<file path="src/rtl/game_pkg.sv">
// Shared types, scoring constants and small arithmetic helpers for the
// game flow controller and its frame event latch.
package game_pkg;

  // Encoding is visible on the game_state output and must stay fixed.
  typedef enum logic [2:0] {
    ST_IDLE    = 3'd0,
    ST_PLAY    = 3'd1,
    ST_DEATH   = 3'd2,
    ST_RESPAWN = 3'd3,
    ST_CLEAR   = 3'd4,
    ST_OVER    = 3'd5
  } game_state_t;

  // One bit per collision event class, collected over a frame.
  typedef struct packed {
    logic died;
    logic gold;
    logic alien;
    logic emerald;
  } frame_events_t;

  localparam int unsigned PTS_GOLD    = 500;
  localparam int unsigned PTS_ALIEN   = 250;
  localparam int unsigned PTS_EMERALD = 25;
  localparam int unsigned BONUS_STEP  = 20000;

  localparam logic [15:0] SCORE_MAX = 16'hFFFF;
  localparam logic [2:0]  LIVES_MAX = 3'd7;
  localparam logic [3:0]  LEVEL_MAX = 4'd15;

  // Points earned by one committed frame; each class counts at most once.
  function automatic logic [16:0] frame_points(
    input frame_events_t ev,
    input int unsigned   p_gold,
    input int unsigned   p_alien,
    input int unsigned   p_emerald
  );
    logic [16:0] pts;
    pts = '0;
    if (ev.gold)    pts = pts + 17'(p_gold);
    if (ev.alien)   pts = pts + 17'(p_alien);
    if (ev.emerald) pts = pts + 17'(p_emerald);
    return pts;
  endfunction

  // 17-bit sum so a carry out of the 16-bit score pins it at the maximum.
  function automatic logic [15:0] sat_add(
    input logic [15:0] base,
    input logic [16:0] pts
  );
    logic [16:0] sum;
    sum = {1'b0, base} + pts;
    return sum[16] ? SCORE_MAX : sum[15:0];
  endfunction

endpackage

</file>
<file path="src/rtl/frame_event_latch.sv">
// Sticky per-frame event flags. Events are only collected while enabled
// (the game is in play); the frame-start clock hands the finished frame's
// flags to the commit logic and seeds the next frame with that clock's
// own events so nothing arriving exactly on the boundary is dropped.
module frame_event_latch
  import game_pkg::*;
(
  input  logic          clk,
  input  logic          resetN,
  input  logic          sof,
  input  logic          enable,
  input  frame_events_t events,
  output frame_events_t flags,
  output logic          commit
);

  // Accumulate within a frame, restart on frame start, hold empty while disabled.
  always_ff @(posedge clk or negedge resetN) begin
    if (!resetN) begin
      flags <= '0;
    end else if (!enable) begin
      flags <= '0;
    end else if (sof) begin
      flags <= events;
    end else begin
      flags <= frame_events_t'(flags | events);
    end
  end

  // The flags register still holds the finished frame on the frame-start clock.
  assign commit = sof & enable;

endmodule

</file>
<file path="src/rtl/game_flow_controller.sv">
// Top-level game sequencing: start, play, death freeze, respawn, level
// clear freeze and game over. Scoring and lives are updated once per
// frame from the flags gathered by frame_event_latch.
//
//   state   | meaning
//   --------+-----------------------------------------------------------
//   IDLE    | after reset, waiting for start_game at a frame start
//   PLAY    | player active, events collected and committed per frame
//   DEATH   | frozen for DEATH_FRAMES frames after the player died
//   RESPAWN | one frame to reload the board before play resumes
//   CLEAR   | frozen for CLEAR_FRAMES frames after the level is emptied
//   OVER    | no lives left, score held until start_game
module game_flow_controller #(
  parameter int unsigned START_LIVES  = 3,
  parameter int unsigned DEATH_FRAMES = 60,
  parameter int unsigned CLEAR_FRAMES = 90,
  parameter int unsigned PTS_GOLD     = game_pkg::PTS_GOLD,
  parameter int unsigned PTS_ALIEN    = game_pkg::PTS_ALIEN,
  parameter int unsigned PTS_EMERALD  = game_pkg::PTS_EMERALD,
  parameter int unsigned BONUS_STEP   = game_pkg::BONUS_STEP
) (
  input  logic        clk,
  input  logic        resetN,
  input  logic        startOfFrame,
  input  logic        start_game,
  input  logic        player_died,
  input  logic        alien_died_a,
  input  logic        player_eat_gold_1,
  input  logic        emerald_eaten,
  input  logic        emeralds_left_zero,
  output logic [15:0] score,
  output logic [2:0]  lives,
  output logic [3:0]  level,
  output logic [2:0]  game_state,
  output logic        player_awake,
  output logic        level_reset
);

  import game_pkg::*;

  game_state_t   state;
  game_state_t   state_next;
  frame_events_t events;
  frame_events_t flags;
  logic          commit;
  logic          init_game;
  logic          pulse_reset;
  logic          advance_level;
  logic          frame_done;
  logic [7:0]    frame_cnt;
  logic [16:0]   bonus_at;
  logic [15:0]   score_commit;
  logic          bonus;
  logic [2:0]    lives_dec;
  logic [2:0]    lives_commit;

  assign events = '{died:    player_died,
                    gold:    player_eat_gold_1,
                    alien:   alien_died_a,
                    emerald: emerald_eaten};

  frame_event_latch u_frame_event_latch (
    .clk    (clk),
    .resetN (resetN),
    .sof    (startOfFrame),
    .enable (state == ST_PLAY),
    .events (events),
    .flags  (flags),
    .commit (commit)
  );

  // Score, bonus and lives that result from committing the current flags.
  // bonus_at is the next unclaimed BONUS_STEP multiple; a single frame
  // earns far less than one step, so one compare finds any crossing.
  always_comb begin
    score_commit = sat_add(score, frame_points(flags, PTS_GOLD, PTS_ALIEN, PTS_EMERALD));
    bonus        = ({1'b0, score_commit} >= bonus_at);
    lives_dec    = (flags.died && (lives != 3'd0)) ? lives - 3'd1 : lives;
    lives_commit = (bonus && (lives_dec != LIVES_MAX)) ? lives_dec + 3'd1 : lives_dec;
  end

  // Frame-count terminal compare for the two timed freeze states.
  always_comb begin
    frame_done = 1'b0;
    if (startOfFrame) begin
      if (state == ST_DEATH) begin
        frame_done = (frame_cnt == 8'(DEATH_FRAMES - 1));
      end else if (state == ST_CLEAR) begin
        frame_done = (frame_cnt == 8'(CLEAR_FRAMES - 1));
      end
    end
  end

  // State register.
  always_ff @(posedge clk or negedge resetN) begin
    if (!resetN) begin
      state <= ST_IDLE;
    end else begin
      state <= state_next;
    end
  end

  // Next-state selection plus the one-cycle strobes tied to each transition.
  always_comb begin
    state_next    = state;
    init_game     = 1'b0;
    pulse_reset   = 1'b0;
    advance_level = 1'b0;
    case (state)
      ST_IDLE, ST_OVER: begin
        if (startOfFrame && start_game) begin
          state_next  = ST_PLAY;
          init_game   = 1'b1;
          pulse_reset = 1'b1;
        end
      end
      ST_PLAY: begin
        // Death outranks clear when both land in the same frame.
        if (commit) begin
          if (flags.died) begin
            state_next = ST_DEATH;
          end else if (emeralds_left_zero) begin
            state_next = ST_CLEAR;
          end
        end
      end
      ST_DEATH: begin
        // lives already reflects the decrement applied at the fatal commit.
        if (frame_done) begin
          if (lives != 3'd0) begin
            state_next  = ST_RESPAWN;
            pulse_reset = 1'b1;
          end else begin
            state_next = ST_OVER;
          end
        end
      end
      ST_RESPAWN: begin
        if (startOfFrame) begin
          state_next = ST_PLAY;
        end
      end
      ST_CLEAR: begin
        if (frame_done) begin
          state_next    = ST_PLAY;
          pulse_reset   = 1'b1;
          advance_level = 1'b1;
        end
      end
      default: begin
        state_next = ST_IDLE;
      end
    endcase
  end

  // Frame counter restarts on every state change and advances on frame starts only.
  always_ff @(posedge clk or negedge resetN) begin
    if (!resetN) begin
      frame_cnt <= '0;
    end else if (state_next != state) begin
      frame_cnt <= '0;
    end else if (startOfFrame) begin
      frame_cnt <= frame_cnt + 8'd1;
    end
  end

  // Game data: initialised at game start, updated at commits and level clears.
  always_ff @(posedge clk or negedge resetN) begin
    if (!resetN) begin
      score    <= '0;
      lives    <= 3'(START_LIVES);
      level    <= 4'd1;
      bonus_at <= 17'(BONUS_STEP);
    end else if (init_game) begin
      score    <= '0;
      lives    <= 3'(START_LIVES);
      level    <= 4'd1;
      bonus_at <= 17'(BONUS_STEP);
    end else begin
      if (commit) begin
        score <= score_commit;
        lives <= lives_commit;
        if (bonus) begin
          bonus_at <= bonus_at + 17'(BONUS_STEP);
        end
      end
      if (advance_level) begin
        level <= (level == LEVEL_MAX) ? 4'd1 : level + 4'd1;
      end
    end
  end

  // Registered status outputs, aligned with the state register.
  always_ff @(posedge clk or negedge resetN) begin
    if (!resetN) begin
      player_awake <= 1'b0;
      level_reset  <= 1'b0;
    end else begin
      player_awake <= (state_next == ST_PLAY);
      level_reset  <= pulse_reset;
    end
  end

  assign game_state = state;

endmodule

</file>
<file path="config.mk">
export PLATFORM = sky130hd
export DESIGN_NAME = game_flow_controller
export DESIGN_NICKNAME = d
export VERILOG_FILES = /design/src/rtl/game_pkg.sv /design/src/rtl/frame_event_latch.sv /design/src/rtl/game_flow_controller.sv
export SDC_FILE = /design/constraint.sdc
export NUM_CORES = 1
export LEC_CHECK = 0
export CORE_UTILIZATION = 44
export DETAILED_ROUTE_END_ITERATION = 8
export GPL_TIMING_DRIVEN = 0
export REMOVE_ABC_BUFFERS = 1
export SLEW_MARGIN = 20
export SYNTH_ARGS = -nofsm -noshare
export SYNTH_HDL_FRONTEND = slang
export SYNTH_SLANG_ARGS = --single-unit
</file>
<file path="constraint.sdc">
create_clock -name clk -period 4.75 [get_ports clk]
set_clock_uncertainty 0.2 [all_clocks]
set_input_delay 0.95 -clock clk [delete_from_list [all_inputs] [get_ports clk]]
set_output_delay 0.95 -clock clk [all_outputs]
set_load 0.05 [all_outputs]
</file>
==> results.md <==
- Outcome: finished clean
- Die width: 95.5 µm
- Top cells by area, synth: dfrtp_1 29%, ha_1 12%, dfstp_2 5.5%, a21oi_1 4.5%, nand2_1 3.9%
- Die height: 95.5 µm
- Layout area overhead: 17.0%
- TritonCTS clock tree: built
- Initial Utilization: 46.2%
- Final GP Congestion: 0.846
- PortBufs: 36
- Int Pwr: 0.00129 W
- Met3 GRT Util: 2.95%
- Vias in the first global route: 3104
- Multi-input logic area: 2430 µm²
- Pins over their slew limit: 0
- Core Region: 8340 µm²
- Final Cycle Share: 95.6%
- Routed vias: 3211
- Final setup vio count: 0
- Row cnt: 33
- Num ports: 37
- Hold Crit Class: reg -> reg
- Clock Power Share: 12.3%
- Fillers: 790
- Clk root buf: clkbuf_8
- Count leader, synth: dfrtp_1
- Leak: 2.01 nW
- Yosys warning count: 0
- Rel. slew slack: 27.3%
- Post-synth top area share: 28.6%
- Switch Pwr: 0.00124 W
- Hold violation total from the final report: 0
- Clk sink count: 52
- FFs w/ async S/R, synth: 100%
- Synth area leader: dfrtp_1
- Maxcap violations: 0
- Post-route ant nets: 0
- Seq pwr share: 26.7%
- Routed wire length: 9200 µm
- Initial DRC count: 161
- Ant diodes: 0
- Crit path launch type: flop
- Drt wl/cell: 16.2 µm
- # nets final: 509
- Post-synthesis sequential area ratio: 34.1%
- Grt ovf: 0
- Hpwl dp: 6700 µm
- Gr busiest metal: met2
- Sw Ratio: 49.0%
- Worst-path clk slew: 0.10 ns
- Drt pass-1 iters: 4
- Largest net degree at the start of global routing: 53
- Nature of the critical path endpoint: flop
- CTS max path bufs: 2
- Post-Syn Area per Cell: 9.06 µm²
- GRT met2 Usage: 35.5%
- Slew @ Worst Pin: 1.09 ns
- Skew-Pair Late Insertion Delay: 0.31 ns
- Setup TNS: 0 ns
- Synth Register Bits: 52
- Library cells used by synthesis: 69
- Number of buffers created by CTS: 5
- Mapped cell area: 3850 µm²
- Final Critical Period: 4.54 ns
- Met1 usage: 31.0%
- Peak supply drop: 0.292 mV
- Synth top cells by count: 44 x dfrtp_1, 40 x nand2_1, 37 x ha_1
- WP data required: 4.70 ns
- Worst endpoint data arrival time: 4.49 ns
- Combinational power share: 61.0%
- Avg Vias per Cell: 5.65
- Layout cells sized above 1: 11.9%
- Hold-fix buffers at CTS: 0
- Post-route DRC: 0
- Util after Layout: 54.0%
- CP Max Fanout: 6
- GRT Util Overall: 21.9%
- RSZ-0062 raised after global routing: no
- FF/Latch Area: 1310 µm²
- EDFF count, synth: 0
- Maximum clock rate: 0.220 GHz
- Crit Path Category: reg -> reg
- Cell area power density: 562 nW/µm²
- Ys flop type: dfrtp_1
- First-pass GRT wire length: 15500 µm
- Initial antenna violation count: 0
- Die area: 9130 µm²
- Htree depth: 2
- Post-Synthesis Cells: 425
==> registers in the layout, summed over array words and instances, names as in the netlist <==
register                   flops
player_awake                   1
frame_cnt                      8
level                          4
level_reset                    1
lives                          3
u_frame_event_latch.flags      4
bonus_at                      12
score                         16
game_state                     3
==> power groups by stage <==
stage,Sequential [W],Clock [W],Combinational [W]
floorplan,0.000871,0,0.000883
global placement,0.000683,0,0.00145
detailed placement,0.000684,0,0.00150
CTS,0.000676,0.000320,0.00154
global route,0.000694,0.000337,0.00171
finish,0.000676,0.000311,0.00154
==> cells by family (layout without fill, tap and decap cells) <==
kind of cell / after synthesis / after routing / share of synthesized area, %
AND/OR/NAND/NOR: 144 / 144 / 18.8
multiplexers: 10 / 10 / 2.66
flip-flops: 52 / 52 / 34.1
XOR/XNOR: 23 / 23 / 5.23
adder cells (fa/ha/maj): 38 / 38 / 12.5
buffers and inverters: 40 / 77 / 4.42
AO/OA/AOI/OAI: 118 / 119 / 22.3
==> metrics by stage <==
stage	instances	hold slack [ns]	instance area, µm²	total power (W)	setup WS, ns
global route	568	0.344	4500	0.00274	0.00835
detailed placement	555	0.300	4310	0.00218	-0.481
CTS	566	0.314	4470	0.00253	0.0539
floorplan	410	0.267	3770	0.00175	0.203
finish	568	0.304	4500	0.00253	0.211
global placement	551	0.294	4270	0.00214	-0.535
==> critical path: stages, from the launching register on <==
cell	delay, ns
dfrtp_2	0.45
inv_2	0.08
ha_1	0.23
ha_1	0.31
a21oi_2	0.19
ha_2	0.36
o211a_1	0.17
a211oi_4	0.25
a211oi_1	0.09
or3_1	0.33
a21o_1	0.22
ha_1	0.30
nand4_1	0.11
a211oi_2	0.25
o221ai_4	0.21
a21oi_2	0.32
mux2i_1	0.22
o2bb2ai_1	0.07
==> layout make-up <==
cell class / count / share of cell area, %
clock inverters: 3 / 0.945
inverters: 25 / 2.08
well taps: 105 / 2.92
clock buffers: 5 / 1.53
multi-input cells: 334 / 54.0
repair buffers: 44 / 9.36
flip-flops and latches: 52 / 29.2
==> final timing paths <==
path / start / to / slack [ns] / cells past startpoint
min reg2reg: bonus_at[15] / bonus_at[15] / 0.30 / 1
min: bonus_at[15] / bonus_at[15] / 0.30 / 1
min in group asynchronous: resetN / score[14] / 0.48 / 1
max: u_frame_event_latch.flags[1] / lives[2] / 0.21 / 17
max reg2reg: u_frame_event_latch.flags[1] / lives[2] / 0.21 / 17
max in group asynchronous: resetN / u_frame_event_latch.flags[1] / 3.38 / 1
==> cells in the final DEF, fill, tap and decap left out, drive strengths merged, types with 10 or more instances in the layout <==
cell,instances
dfrtp,44
nand2,40
a21oi,38
ha,37
nor2,35
clkdlybuf4s50,35
inv,25
nand3,24
o21ai,18
xnor2,16
a211oi,11
a21o,10
==> what timing repair did <==
item	in CTS	in global routing
cloned	1	0
pin swaps	3	6
endpoints found under the setup margin	14	15
gates resized for setup	6	7
buffers inserted	2	2
==> routing by layer <==
layer,up-vias,part of all wire [%],wire [µm]
li1,1632,-,-
met1,1514,50,4600
met2,58,46,4230
met3,7,3.1,288
met4,0,0.90,83
met5,-,0,0
(Power assumes the default switching activity.)
